## src/rtl/scoreboard_insert_ctrl_pkg.sv

```systemverilog
// scoreboard_insert_ctrl_pkg
// Shared sizes, entry layout and FSM encoding.
package scoreboard_insert_ctrl_pkg;

    localparam int SB_ALPHABET_SIZE = 5;
    localparam int SB_SCORE_SIZE    = 16;
    localparam int SB_DEPTH         = 8;
    localparam int SB_NAME_W        = 3 * SB_ALPHABET_SIZE;
    // An entry is {score, name}; score occupies the upper bits.
    localparam int SB_ENTRY_W       = SB_SCORE_SIZE + SB_NAME_W;

    typedef enum logic [1:0] {
        S_IDLE,
        S_WALK,
        S_DONE
    } state_t;

endpackage

```

## src/rtl/scoreboard_insert_ctrl_table.sv

```systemverilog
// scoreboard_table
// Sorted entry registers: async reads, shift-down and slot write.
module scoreboard_table
    import scoreboard_insert_ctrl_pkg::*;
#(
    parameter int EW    = SB_ENTRY_W,
    parameter int SW    = SB_SCORE_SIZE,
    parameter int DEPTH = SB_DEPTH,
    parameter int IW    = $clog2(DEPTH)
) (
    input  logic          clk,
    input  logic          rst,
    input  logic          shift_en,
    input  logic [IW-1:0] shift_idx,
    input  logic          wr_en,
    input  logic [IW-1:0] wr_idx,
    input  logic [EW-1:0] wr_data,
    input  logic [IW-1:0] rd_idx,
    output logic [EW-1:0] rd_data,
    input  logic [IW-1:0] cmp_idx,
    output logic [SW-1:0] cmp_score
);

    logic [EW-1:0] mem [DEPTH];

    assign rd_data   = mem[rd_idx];
    assign cmp_score = mem[cmp_idx][EW-1 -: SW];

    // Slot write wins over shift; shift copies slot k-1 into slot k.
    always_ff @(posedge clk) begin
        for (int k = 0; k < DEPTH; k++) begin
            if (rst) begin
                mem[k] <= '0;
            end else if (wr_en && wr_idx == IW'(k)) begin
                mem[k] <= wr_data;
            end else if (shift_en && k > 0 &&
                         shift_idx == IW'(k - 1)) begin
                mem[k] <= mem[(k > 0) ? k - 1 : 0];
            end
        end
    end

endmodule

```

## src/rtl/scoreboard_insert_ctrl.sv

```systemverilog
// scoreboard_insert_ctrl
// Walks one new entry up the sorted high-score table.
module scoreboard_insert_ctrl
    import scoreboard_insert_ctrl_pkg::*;
#(
    parameter int ALPHABET_SIZE = SB_ALPHABET_SIZE,
    parameter int SCORE_SIZE    = SB_SCORE_SIZE,
    parameter int DEPTH         = SB_DEPTH
) (
    input  logic                       clk,
    input  logic                       rst,
    input  logic                       insert_valid,
    output logic                       insert_ready,
    input  logic [SCORE_SIZE-1:0]      insert_score,
    input  logic [3*ALPHABET_SIZE-1:0] insert_name,
    input  logic [$clog2(DEPTH)-1:0]   rd_index,
    output logic [SCORE_SIZE-1:0]      rd_score,
    output logic [3*ALPHABET_SIZE-1:0] rd_name,
    output logic                       busy,
    output logic                       done,
    output logic [$clog2(DEPTH):0]     rank
);

    localparam int NW = 3 * ALPHABET_SIZE;
    localparam int EW = SCORE_SIZE + NW;
    localparam int IW = $clog2(DEPTH);
    localparam int RW = IW + 1;
    localparam logic [IW-1:0] LAST = IW'(DEPTH - 1);

    state_t                state;
    logic [IW-1:0]         idx;
    logic [EW-1:0]         held;
    logic [SCORE_SIZE-1:0] cur_score;
    logic [EW-1:0]         rd_data;
    logic                  win;
    logic                  shift_en;
    logic                  wr_en;
    logic [IW-1:0]         wr_idx;

    assign win      = held[EW-1 -: SCORE_SIZE] > cur_score;
    assign rd_score = rd_data[EW-1 -: SCORE_SIZE];
    assign rd_name  = rd_data[NW-1:0];

    // Table write decode for the current WALK step.
    always_comb begin
        shift_en = 1'b0;
        wr_en    = 1'b0;
        wr_idx   = '0;
        if (state == S_WALK) begin
            unique case (1'b1)
                win: begin
                    shift_en = (idx != LAST);
                    wr_en    = (idx == '0);
                end
                default: begin
                    wr_en  = (idx != LAST);
                    wr_idx = idx + IW'(1);
                end
            endcase
        end
    end

    // Controller FSM, index, holding register and outputs.
    always_ff @(posedge clk) begin
        if (rst) begin
            state        <= S_IDLE;
            idx          <= '0;
            held         <= '0;
            rank         <= RW'(DEPTH);
            insert_ready <= 1'b1;
            busy         <= 1'b0;
            done         <= 1'b0;
        end else begin
            done <= 1'b0;
            unique case (state)
                S_IDLE: begin
                    if (insert_valid && insert_ready) begin
                        held         <= {insert_score, insert_name};
                        idx          <= LAST;
                        state        <= S_WALK;
                        insert_ready <= 1'b0;
                        busy         <= 1'b1;
                    end
                end
                S_WALK: begin
                    if (win && idx != '0) begin
                        idx <= idx - IW'(1);
                    end else begin
                        // idx+1 == DEPTH when nothing was beaten.
                        rank  <= win ? '0 : RW'(idx) + RW'(1);
                        done  <= 1'b1;
                        state <= S_DONE;
                    end
                end
                S_DONE: begin
                    state        <= S_IDLE;
                    busy         <= 1'b0;
                    insert_ready <= 1'b1;
                end
                default: state <= S_IDLE;
            endcase
        end
    end

    scoreboard_table #(
        .EW    (EW),
        .SW    (SCORE_SIZE),
        .DEPTH (DEPTH),
        .IW    (IW)
    ) u_table (
        .clk       (clk),
        .rst       (rst),
        .shift_en  (shift_en),
        .shift_idx (idx),
        .wr_en     (wr_en),
        .wr_idx    (wr_idx),
        .wr_data   (held),
        .rd_idx    (rd_index),
        .rd_data   (rd_data),
        .cmp_idx   (idx),
        .cmp_score (cur_score)
    );

endmodule

```

## config.mk

```make
export PLATFORM = sky130hd
export DESIGN_NAME = scoreboard_insert_ctrl
export DESIGN_NICKNAME = d
export VERILOG_FILES = /design/src/rtl/scoreboard_insert_ctrl_pkg.sv /design/src/rtl/scoreboard_insert_ctrl_table.sv /design/src/rtl/scoreboard_insert_ctrl.sv
export SDC_FILE = /design/constraint.sdc
export NUM_CORES = 1
export LEC_CHECK = 0
export CAP_MARGIN = 10
export CORE_MARGIN = 10
export CORE_UTILIZATION = 25
export CTS_CLUSTER_SIZE = 12
export DETAILED_ROUTE_END_ITERATION = 16
export SETUP_SLACK_MARGIN = 0.3
export SYNTH_ARGS = -nofsm -noshare
export SYNTH_HDL_FRONTEND = slang
export SYNTH_SLANG_ARGS = --single-unit
export TNS_END_PERCENT = 50
```

## constraint.sdc

```tcl
create_clock -name clk -period 12.2 [get_ports clk]
set_input_delay 1.22 -clock clk [delete_from_list [all_inputs] [get_ports clk]]
set_output_delay 1.22 -clock clk [all_outputs]
set_load 0.01 [all_outputs]
```

# Word-level counts from Yosys, hierarchy flattened
# Memories as Yosys holds them, arrays and structs flattened. A register that Yosys moved wholly into a read port is not among the register bits.
# Cells that the tools add are included.
[totals]
reg_bits = 43
latch_bits = 0
ram_bits = 248
romBits = 0
inputBits = 37
out_inout_bits = 38
word_cells = 166
memories = 1
[memory_table]
columns = ["name", "depth", "word_bits", "rd", "rd_ports_with_merged_regs", "wr", "line_no", "text"]
rows = [
  ["u_table.mem", 8, 31, 9, 1, 8, "scoreboard_insert_ctrl_table.sv:24", "logic [EW-1:0] mem [DEPTH];"],
]
[op_classes]
add_sub_neg = 3
mul = 0
div_mod_pow = 0
magnitude_cmp = 1
n_eq_ne = 19
n_shift = 0
mux = 89
bitwise_logic = 17
n_reduce_logical = 29
[op_table]
columns = ["cell", "count"]
rows = [
  ["2-to-1 mux 31 bit", 15],
  ["2-to-1 mux 1 bit", 61],
  ["equality test 3 bit, second input constant", 7],
  ["2-to-1 mux 3 bit", 6],
  ["logical AND 1 bit", 17],
  ["> comparator 16 bit", 1],
  ["bitwise OR 1 bit", 15],
  ["equality test 3 x 2 -> 1 bit, second input constant", 4],
  ["AND reduction 2 bit", 4],
  ["equality test 3 x 1 -> 1 bit, second input constant", 2],
  ["zero test 3 bit", 2],
  ["case mux 3 bit (2 select lines)", 1],
  ["adder 3 x 1 -> 4 bit, second input constant", 1],
  ["2-to-1 mux 2 bit", 2],
  ["2-to-1 mux 4 bit", 1],
  ["inequality test 2 bit, second input constant", 2],
  ["case mux 1 bit (2 select lines)", 2],
  ["case mux 2 bit (2 select lines)", 1],
  ["nonzero test 2 bit", 2],
  ["adder 3 x 1 -> 3 bit, second input constant", 1],
  ["inequality test 3 bit, second input constant", 1],
  ["AND reduction 3 bit", 1],
  ["nonzero test 3 bit", 1],
  ["subtractor 3 x 1 -> 3 bit, second input constant", 1],
  ["other kinds (6)", 7],
]

# Depth between registers and ports, before layout
[depth]
depth_word = 10
ltp_mapped = 14
ltp_nobuf = 9

# By module
# A second synthesis with hierarchy kept.
[unflattened]
cells_unflattened = 1118
hier_area_um2 = 15359.7
[modules_own_cells]
columns = ["mod", "instances", "cells_each", "area_per_inst_um2", "seq_area_each_um2"]
rows = [
  ["scoreboard_table", 1, 863, 13307.8, 7447.1],
  ["scoreboard_insert_ctrl", 1, 255, 2052.0, 860.8],
]

# Worst setup path before layout
# No wires, ideal clock.
[synth_path]
kind = "reg2reg"
startpoint = "register (tool-made name)"
endpoint = "memory u_table.mem[3][0] in the netlist's numbering (enable)"
setup_time_ps = 468
t_arrival_ps = 5668
t_required_ps = 11732
slack_ps = 6064
path_stages_with_launch = 12
path_buffers = 4
synth_period_minus_slack_ps = 6136
cell_sequence = "dfxtp_1 clkbuf_1 buf_1 mux4_2 mux2i_1 ha_1 nand4_1 or4_1 buf_2 a311o_1 buf_6 o311ai_1"
[synth_rtl]
columns = ["item", "line_no"]
rows = [
  ["end: declaration", "scoreboard_insert_ctrl_table.sv:24"],
]

==> results.py <==
metrics = {
    "clocking": {
        "cts-root-buf": "clkbuf_16",
        "tritoncts": "done",
        "ctsHtreeMaxLevel": 2,
        "post_cts_resize_count": 0,
        "clock_path_buffers": 3,
        "clock_latency_ns": 0.53,
        "clock_sinks": 294,
        "clk_pin_slew_ns": 0.06,
        "postCtsSetupRepairBufs": 0,
        "cts_hold_repair.buffers": 0,
        "numCtsBuffers": 34,
    },
    "drt": {
        "drtAntennaViolNets": 0,
        "drc": 0,
        "totalWireLength_um": 50200,
        "drt_iter0_drc": 1318,
        "drtPass1Iterations": 8,
        "vias_per_cell": 5.67,
        "vias": 10800,
        "routedWlPerCell_um": 26.3,
    },
    "global_routing": {
        "gr-usage-all-layers_pct": 13.8,
        "grt_pass1_wl_um": 74200,
        "grt_remaining_overflow": 0,
        "grt_max_degree": 63,
        "grt_pass1_vias": 10900,
        "antenna_found_initial": 0,
    },
    "pwr": {
        "p_switching_mw": 0.681,
        "clockPowerShare_pct": 40.0,
        "pwr-share-comb_pct": 14.0,
        "cellPowerDensity_nw_per_um2": 144,
        "p_sw_share_pct": 26.2,
        "leakage_nw": 5.68,
        "power_mw": 2.60,
        "p_int_mw": 1.92,
        "irDropWorstVdd_mv": 0.111,
        "seqPwrFrac_pct": 46.0,
    },
    "synth": {
        "synthTopCellsByCount": "edfxtp_1 (248), o2bb2ai_1 (150), nand2_1 (106), mux4_2 (94), clkbuf_1 (48)",
        "yosysUniqueCellTypes": 54,
        "async_flop_share_pct": 0,
        "yosys-top-cells-area": "edfxtp_1 (49%), mux4_2 (14%), o2bb2ai_1 (8.6%)",
        "ys_warn_count": 0,
        "synth_most_common_cell": "edfxtp_1",
        "ys_seq_area_share_pct": 54.7,
        "ys_ff_latch": 294,
        "synth_edf_count": 248,
        "synthCells": 1053,
        "synth_area_leader_cell": "edfxtp_1",
        "ys.flop_type": "edfxtp_1",
        "syn_nets": 1113,
        "synth_top_area_share_pct": 48.7,
        "syn-cell-area_um2": 15300,
        "syn_avg_cell_area_um2": 14.5,
    },
    "setup_path": {
        "slowest_stage": "o311ai_4",
        "cp-end-kind": "register",
        "critPathLaunchType": "register",
        "r2r_slack_ns": 6.85,
        "cp.arrival_ns": 5.53,
        "path_max_fanout": 20,
        "critPathKind": "reg2reg",
        "cpPeakStageDelay_ns": 0.95,
        "r2r_end": "u_table.mem[7][29]$_DFFE_PP_",
        "cp_common_cell": "buf_4",
        "path_buf_inv": 2,
        "rr_worst_depth": 10,
        "worstPathRequired_ns": 12.38,
        "path_cells": "buf_4, mux4_2, mux2i_1, ha_1, a41o_1, a21oi_1, or4_1, a311o_1, o311ai_4, buf_4",
        "critical_path_depth": 10,
        "path_delay_family": "compound AO/OA/AOI/OAI gates",
    },
    "timing": {
        "fin_tns_setup_ns": 0,
        "hold_viol_final": 0,
        "layout_min_cycle_time_ns": 5.35,
        "max_slew_margin_pct": 22.8,
        "rsz0062_at_grt": "false",
        "setup_viol": 0,
        "maxSlewViolCount": 0,
        "layout_setup_ws_ns": 6.85,
        "period_share_pct": 43.8,
        "finClkSkew_ns": 0.0220,
        "fmax_mhz": 187,
        "worstMarginPinSlew_ns": 1.16,
    },
    "placement": {
        "dpl.hpwl_um": 29900,
        "portBuffers": 74,
        "gp_congestion": 0.863,
        "dp_cells": 1849,
        "place_ws_ns": 6.82,
    },
    "hold_path": {
        "worstHoldStart": "held[6]$_SDFFE_PP0P_",
        "holdPathStages": 2,
        "hold_end": "held[6]$_SDFFE_PP0P_",
        "min_path_type": "reg2reg",
    },
    "cells_and_area": {
        "nets": 1163,
        "syn2layout_area_growth_pct": 17.9,
        "layout-drive-gt1-share_pct": 23.3,
        "stdcell_count": 1910,
        "diodes": 0,
    },
    "floorplan": {
        "coreArea_um2": 60500,
        "die_area_um2": 71400,
        "die_w_um": 267,
        "row_count": 90,
        "start_util_pct": 25.3,
        "die_y_um": 267,
        "io_pins": 75,
    },
    "run_status": {
        "status": "finished clean",
    },
    "run": {
        "drv_cap": 0,
    },
}
-- cell type report --
class	count	area, um2
Fill cell	6008	42400
Inverter	10	37.5
Tap cell	782	978
Clock buffer	52	1030
Sequential cell	294	8370
Clock inverter	9	95.1
Timing Repair Buffer	112	1010
Multi-Input combinational cell	651	6500
-- sequential cells by signal, summed over array words and instances (netlist names), named ones only --
signal,cells
rank,4
done,1
held,31
state,2
busy,1
idx,3
u_table.mem,248
insert_ready,1
-- placed cells by master, fill, tap and decap left out, types with 4 or more instances in the layout --
master,netlist,routed
a211oi_1,5,5
nor2b_1,5,5
dfxtp_1,46,45
nor2_1,38,38
nand3_1,14,12
nand2_1,106,106
clkbuf_16,0,37
nand4_1,13,13
mux2_2,32,32
ha_1,23,23
mux2i_1,16,15
nor4_1,4,4
mux4_2,94,94
clkbuf_1,48,10
buf_4,2,39
o2bb2ai_2,30,30
clkdlybuf4s50_1,0,70
inv_1,9,9
a32o_1,30,30
clkbuf_8,0,5
a21oi_1,39,39
o2bb2ai_1,150,150
edfxtp_1,248,248
-- per-stage QoR --
stage | utilization, % | hold WS (ns) | area [um2]
after floorplan | - | 0.450 | 15300
after global placement | 27.9 | 0.456 | 16900
after detailed placement | 27.9 | 0.466 | 16900
after CTS | 29.8 | 0.475 | 18000
after global routing | 29.8 | 0.493 | 18000
final | 29.8 | 0.473 | 18000
-- tightest hold or removal path, stage by stage (launching register included) --
cell and delay [ns]:
dfxtp_1 0.32, nand2_1 0.05, a21oi_1 0.05
-- power groups by stage --
stage / clock [mW] / combinational (mW) / sequential [mW]
3_5_place_dp: 0 / 0.365 / 1.22
2_1_floorplan: 0 / 0.229 / 1.19
4_1_cts: 1.06 / 0.368 / 1.20
3_3_place_gp: 0 / 0.364 / 1.21
5_1_grt: 1.10 / 0.390 / 1.20
6_report: 1.04 / 0.365 / 1.20
-- logic make-up after synthesis --
kind of cell | after synthesis | synth area share [%]
AO/OA/AOI/OAI | 286 | 16.9
adder cells (fa/ha/maj) | 23 | 1.88
buffers and inverters | 108 | 3.21
flip-flops | 294 | 54.7
multiplexers | 142 | 17.3
AND/OR/NAND/NOR | 200 | 6.01
-- worst max-delay path by stage --
stage / slack, ns / endpoint
2_1_floorplan: 6.06 / u_table.mem[3][0]$_DFFE_PP_
3_3_place_gp: 6.99 / u_table.mem[7][24]$_DFFE_PP_
3_5_place_dp: 6.82 / u_table.mem[7][26]$_DFFE_PP_
4_1_cts: 6.78 / u_table.mem[7][2]$_DFFE_PP_
5_1_grt: 6.51 / u_table.mem[7][1]$_DFFE_PP_
6_report: 6.85 / u_table.mem[7][29]$_DFFE_PP_
-- metal layers --
layer	track usage, %	part of all wire, %	vias to the layer above
met5	0	0	-
met4	3.30	2.1	0
met3	3.15	10	90
met2	21.4	46	650
met1	19.0	42	5634
li1	-	-	4465
Power figures use the tool's default switching activity.
==> edit 1: new RTL, config.mk and constraints unchanged <==
`SB_SCORE_SIZE`: 16 -> 8.
--- a/src/rtl/scoreboard_insert_ctrl_pkg.sv
+++ b/src/rtl/scoreboard_insert_ctrl_pkg.sv
@@ -3,7 +3,7 @@
 package scoreboard_insert_ctrl_pkg;
 
     localparam int SB_ALPHABET_SIZE = 5;
-    localparam int SB_SCORE_SIZE    = 16;
+    localparam int SB_SCORE_SIZE    = 8;
     localparam int SB_DEPTH         = 8;
     localparam int SB_NAME_W        = 3 * SB_ALPHABET_SIZE;
     // An entry is {score, name}; score occupies the upper bits.
Ports: changed (resized insert_score and rd_score); port bits go from 75 to 59. No check against the original RTL was run, so the function may have changed too.
==> edit 1 against the unedited design <==
Synthesized area shrank 22%; worst hold slack lost 22 ps; critical path depth fell by 2; maximum frequency down 2.9%; wire length down 21%; non-clock buffer count shrank 20; power down 26%; design area fell by 23%; die area is 21% lower; utilization is 0.25 points lower; setup slack worse by 160 ps; sequential cell count is 72 lower; clock power decreased by 33%.
==> edit 1: results (changes against the unedited design) <==
clocking:
  cts_htree_levels: 1  # was 2
  cts-buffers-inserted: 24  # was 34
  post_cts_resized: 0  # unchanged
final_layout:
  drive_gt1_share_pct: 18.3  # was 23.3%
  top_regs: "u_table.mem x184, held x23, rank x4"  # was u_table.mem x248, held x31, rank x4
  n_fill_cell: 4699  # was 6,008
  nets: 979  # was 1,163
global_routing:
  grt_usage_pct: 13.4  # was 13.8%
  antenna_found_initial: 1  # was 0
  grt_pass1_vias: 8547  # was 10,900
  grt_pass1_wl_um: 58400  # was 74,200 um
  grt_start_max_net_pins: 62  # was 63
critical_path:
  path_max_fanout: 31  # was 20
  arrival_ps: 5650  # was 5530 ps
  r2r_cells: 8  # was 10
synthesis:
  synth-edff-count: 184  # was 248
  yosys.area_share.adder_pct: 1.58  # was 1.88%
  synth-compound-area-share_pct: 17.3  # was 16.9%
  muxShareOfSynthArea_pct: 14.6  # was 17.3%
  synth.distinct_cells: 58  # was 54
  ys_seq_area_share_pct: 53.0  # was 54.7%
  syn_nets: 961  # was 1,113
  netlist_top_cells_count: "edfxtp_1 (184), a22o_1 (100), nand2_1 (74)"  # was edfxtp_1 (248), o2bb2ai_1 (150), nand2_1 (106)
  synth.area.top_cells: "edfxtp_1 (47%), mux4_2 (12%), a22o_1 (7.4%), dfxtp_1 (6.4%), nand2_1 (2.3%)"  # was edfxtp_1 (49%), mux4_2 (14%), o2bb2ai_1 (8.6%), dfxtp_1 (6.0%), o2bb2ai_2 (2.9%)
timing:
  skew_ps: 11.6  # was 22.0 ps
  worstMarginPinSlew_ps: 1210  # was 1160 ps
place:
  gp_congestion: 0.868  # was 0.863
  placed_area_um2: 13100  # was 16,900 um2
  hpwl_um: 25500  # was 29,900 um
  io_buffers: 58  # was 74
detailed_routing:
  drt_first_iter_violations: 1247  # was 1,318
  vias_per_cell: 5.67  # about the same
  avgRoutedWirePerCell_um: 25.4  # was 26.3 um
  dr.pass1.iters: 6  # was 8
run_status:
  outcome: "finished, final reports clean"  # unchanged
min_path:
  hold_class: "register to register"  # unchanged
pwr:
  leakage_nw: 4.50  # was 5.68 nW
  ir_drop_mv: 0.0999  # was 0.111 mV
## edit 1: changes by cell type in the layout (fill, tap and decap cells not counted), moves of 15 or more
cell             delta
o2bb2ai_1         -150
nor2b_1            +18
o2111ai_1          +17
o2bb2ai_2          -30
a32o_1             -15
nand3_1            +18
a22o_1            +100
edfxtp_1           -64
o21ai_0            +33
nand2_1            -32
mux4_2             -32
clkdlybuf4s50_1    -15
nor2_1             -33
## edit 1: worst max-delay path, cell delays in order (launching register included)
cell,delay (ps)
dfxtp_1,1020
mux4_2,610
mux2_2,280
ha_1,270
and4_1,240
nor2_1,60
a21bo_2,760
nand3_1,810
nand3_1,1040
## edit 1: final cells by class
type / count / area (um2) / share of cell area [%]
flip-flops and latches: 222 / 6290 / 45.5
inverters: 24 / 90.1 / 0.652
clock inverters: 8 / 72.6 / 0.525
multi-input cells: 571 / 5130 / 37.2
repair buffers: 92 / 823 / 5.96
clock buffers: 35 / 652 / 4.72
well taps: 607 / 759 / 5.50
## edit 1: power breakdown
group | switching, mW | total, mW | leakage, nW | internal [mW]
logic | 0.211 | 0.333 | 1.94 | 0.122
registers | 0.0455 | 0.913 | 2.22 | 0.867
clock network | 0.303 | 0.695 | 0.352 | 0.392
total | 0.560 | 1.94 | 4.50 | 1.38
## edit 1: cells by family (layout without fill, tap and decap cells)
family	after synthesis	in the layout
DFF	222	222
adders and majority gates	15	15
muxes	93	93
AOI/OAI and AO/OA	264	264
buffers and inverters	124	159
and+or+nand+nor	199	199
## edit 1: final timing paths
path | startpoint | end | slack [ps]
max | register | u_table.mem[0][1] | 6690
min | held[0] | held[0] | 450
max reg2reg | register | u_table.mem[0][1] | 6690
min reg2reg | held[0] | held[0] | 450
## edit 1: layer usage
layer	track usage [%]	vias to the layer above	wire length (um)
met3	2.50	68	4220
met5	0	-	12
met1	19.0	4420	16900
li1	-	3742	-
met2	19.9	600	17100
met4	4.82	2	1240
## edit 1: per-stage QoR
stage / instances / power, mW / util, % / worst slack, ps
floorplan: 917 / 1.11 / - / 5950
global placement: 1514 / 1.25 / 28.0 / 6790
detailed placement: 1514 / 1.26 / 28.0 / 6570
CTS: 1557 / 1.94 / 29.5 / 6540
global route: 1559 / 2.00 / 29.6 / 6230
finish: 1559 / 1.94 / 29.6 / 6690
==> edit 2: new RTL, same flow settings <==
Made on the original files. Re-encode `state_t` (3 states) as one-hot, 3 bits wide.
--- a/src/rtl/scoreboard_insert_ctrl_pkg.sv
+++ b/src/rtl/scoreboard_insert_ctrl_pkg.sv
@@ -9,10 +9,10 @@
     // An entry is {score, name}; score occupies the upper bits.
     localparam int SB_ENTRY_W       = SB_SCORE_SIZE + SB_NAME_W;
 
-    typedef enum logic [1:0] {
-        S_IDLE,
-        S_WALK,
-        S_DONE
+    typedef enum logic [2:0] {
+        S_IDLE = 3'b001,
+        S_WALK = 3'b010,
+        S_DONE = 3'b100
     } state_t;
 
 endpackage
Check against the original RTL: no difference found for any inputs over 4 cycles, from zero or initial values and one cycle with rst high; so few cycles prove little.
==> edit 2 against the unedited design <==
Power is 6.3% lower; synthesized cell count grew 9.3%; maximum frequency is 7.0% lower; synthesized area is 1.3% higher; wire length grew 9.5%; sequential cell count increased by 1; setup slack lost 400 ps; design area increased by 0.10%.
==> edit 2: results (changes against the unedited design) <==
run_status:
  outcome: "finished, final reports clean"  # unchanged
place:
  gp_congestion: 0.860  # was 0.863
  hpwl_um: 33200  # was 29,900 um
synthesis:
  yosysWarnings: 0  # unchanged
  synth.area.top_cells: "edfxtp_1 (48%), mux4_2 (14%), dfxtp_1 (6.1%), a22o_1 (6.1%), nand2_1 (2.6%)"  # was edfxtp_1 (49%), mux4_2 (14%), o2bb2ai_1 (8.6%), dfxtp_1 (6.0%), o2bb2ai_2 (2.9%)
  ys_seq_area_share_pct: 54.2  # was 54.7%
  yosys.area_share.adder_pct: 1.86  # was 1.88%
  netlist_top_cells_count: "edfxtp_1 (248), nand2_1 (108), a22o_1 (107)"  # was edfxtp_1 (248), o2bb2ai_1 (150), nand2_1 (106)
  synth.distinct_cells: 56  # was 54
  syn_nets: 1211  # was 1,113
  muxShareOfSynthArea_pct: 17.1  # was 17.3%
  synth-edff-count: 248  # unchanged
  synth-compound-area-share_pct: 14.3  # was 16.9%
timing:
  skew_ps: 18.2  # was 22.0 ps
  worstMarginPinSlew_ps: 1120  # was 1160 ps
final_layout:
  drive_gt1_share_pct: 19.4  # was 23.3%
  largest_reg_flops: 248  # unchanged
  antenna_cells: 0  # unchanged
critical_path:
  slowest_stage: "a211o_1"  # was o311ai_4
  max_stage_delay_ps: 620  # was 950 ps
  path_delay_family: "buffers and inverters"  # was compound AO/OA/AOI/OAI gates
  arrival_ps: 5930  # was 5530 ps
  reg2reg_slack_ps: 6450  # was 6850 ps
  r2r_cells: 12  # was 10
  path_max_fanout: 32  # was 20
  crit_end: "u_table.mem[4][25]"  # was u_table.mem[7][29]
global_routing:
  met1_usage_pct: 19.1  # was 19.0%
  grt_usage_pct: 14.8  # was 13.8%
  grt_start_max_net_pins: 65  # was 63
  met3_usage_pct: 4.39  # was 3.15%
  grt_pass1_wl_um: 79300  # was 74,200 um
  gr-usage-met2_pct: 23.1  # was 21.4%
  grt_pass1_vias: 11500  # was 10,900
detailed_routing:
  dr.pass1.iters: 5  # was 8
  drt_first_iter_violations: 1528  # was 1,318
  vias_per_cell: 5.79  # was 5.67
  routed_wl_um: 54900  # was 50,200 um
pwr:
  p_int_mw: 1.79  # was 1.92 mW
  leakage_nw: 5.80  # was 5.68 nW
  ir_drop_mv: 0.0681  # was 0.111 mV
min_path:
  hold_class: "register to register"  # unchanged
clocking:
  insertion_delay_ps: 530  # about the same
  cts_htree_levels: 2  # unchanged
## edit 2: cell types whose count changed after synthesis, sizes merged, moves of 24 or more
cell | unedited run | this run
nand3 | 14 | 69
o2bb2ai | 180 | 41
nor2b | 5 | 32
a32o | 30 | 6
a22o | 0 | 107
o22ai | 2 | 54
## edit 2: worst reg2reg max path: stages (launching register included)
cell and delay [ps]:
dfxtp_2 310, buf_4 580, mux4_2 610, mux2i_1 250, ha_1 190, nand4_1 160, nor3_1 500, nand4_1 520
o31a_4 380, nor4b_4 280, buf_4 520, a211o_1 620, buf_4 490
## edit 2: area by class of cell
class / instances / area [um2]
clock buffers: 47 / 931
multi-input cells: 742 / 6640
well taps: 790 / 988
inverters: 8 / 30.0
repair buffers: 108 / 1000
fillers: 6199 / 43400
flip-flops and latches: 295 / 8390
clock inverters: 13 / 65.1
## edit 2: cell families after synthesis
group                      Yosys count
DFF                                295
adders and majority gates           23
and+or+nand+nor                    294
buffers and inverters              114
muxes                              142
AOI/OAI and AO/OA                  283
## edit 2: per-stage QoR
step	worst slack, ps	total power, mW	cells	area (um2)
2_1_floorplan	4920	1.37	1151	15500
3_3_place_gp	6630	1.50	1942	17000
3_5_place_dp	6550	1.51	1943	17000
4_1_cts	6540	2.45	2003	18000
5_1_grt	6250	2.51	2003	18000
6_report	6450	2.44	2003	18000
## edit 2: worst min path at each step
| stage | startpoint | to | slack (ps) | cells past startpoint |
|---|---|---|---|---|
| after global routing | held[9] | held[9] | 510 | 2 |
| final | held[9] | held[9] | 480 | 2 |
| after floorplan | held[0] | held[0] | 440 | 2 |
| after CTS | held[9] | held[9] | 480 | 2 |
| after global placement | held[0] | held[0] | 460 | 2 |
| after detailed placement | held[9] | held[9] | 470 | 2 |
## edit 2: power groups by stage
stage	registers, mW	logic, mW	clock network [mW]
6_report	1.16	0.326	0.951
5_1_grt	1.17	0.346	0.997
4_1_cts	1.16	0.326	0.957
3_5_place_dp	1.18	0.324	0
3_3_place_gp	1.18	0.322	0
2_1_floorplan	1.17	0.200	0
## edit 2: per-layer routing
layer	share of wire [%]	wire, um
met1	39	21600
met2	45	24800
met3	12	6580
met4	3.5	1940
met5	0	0
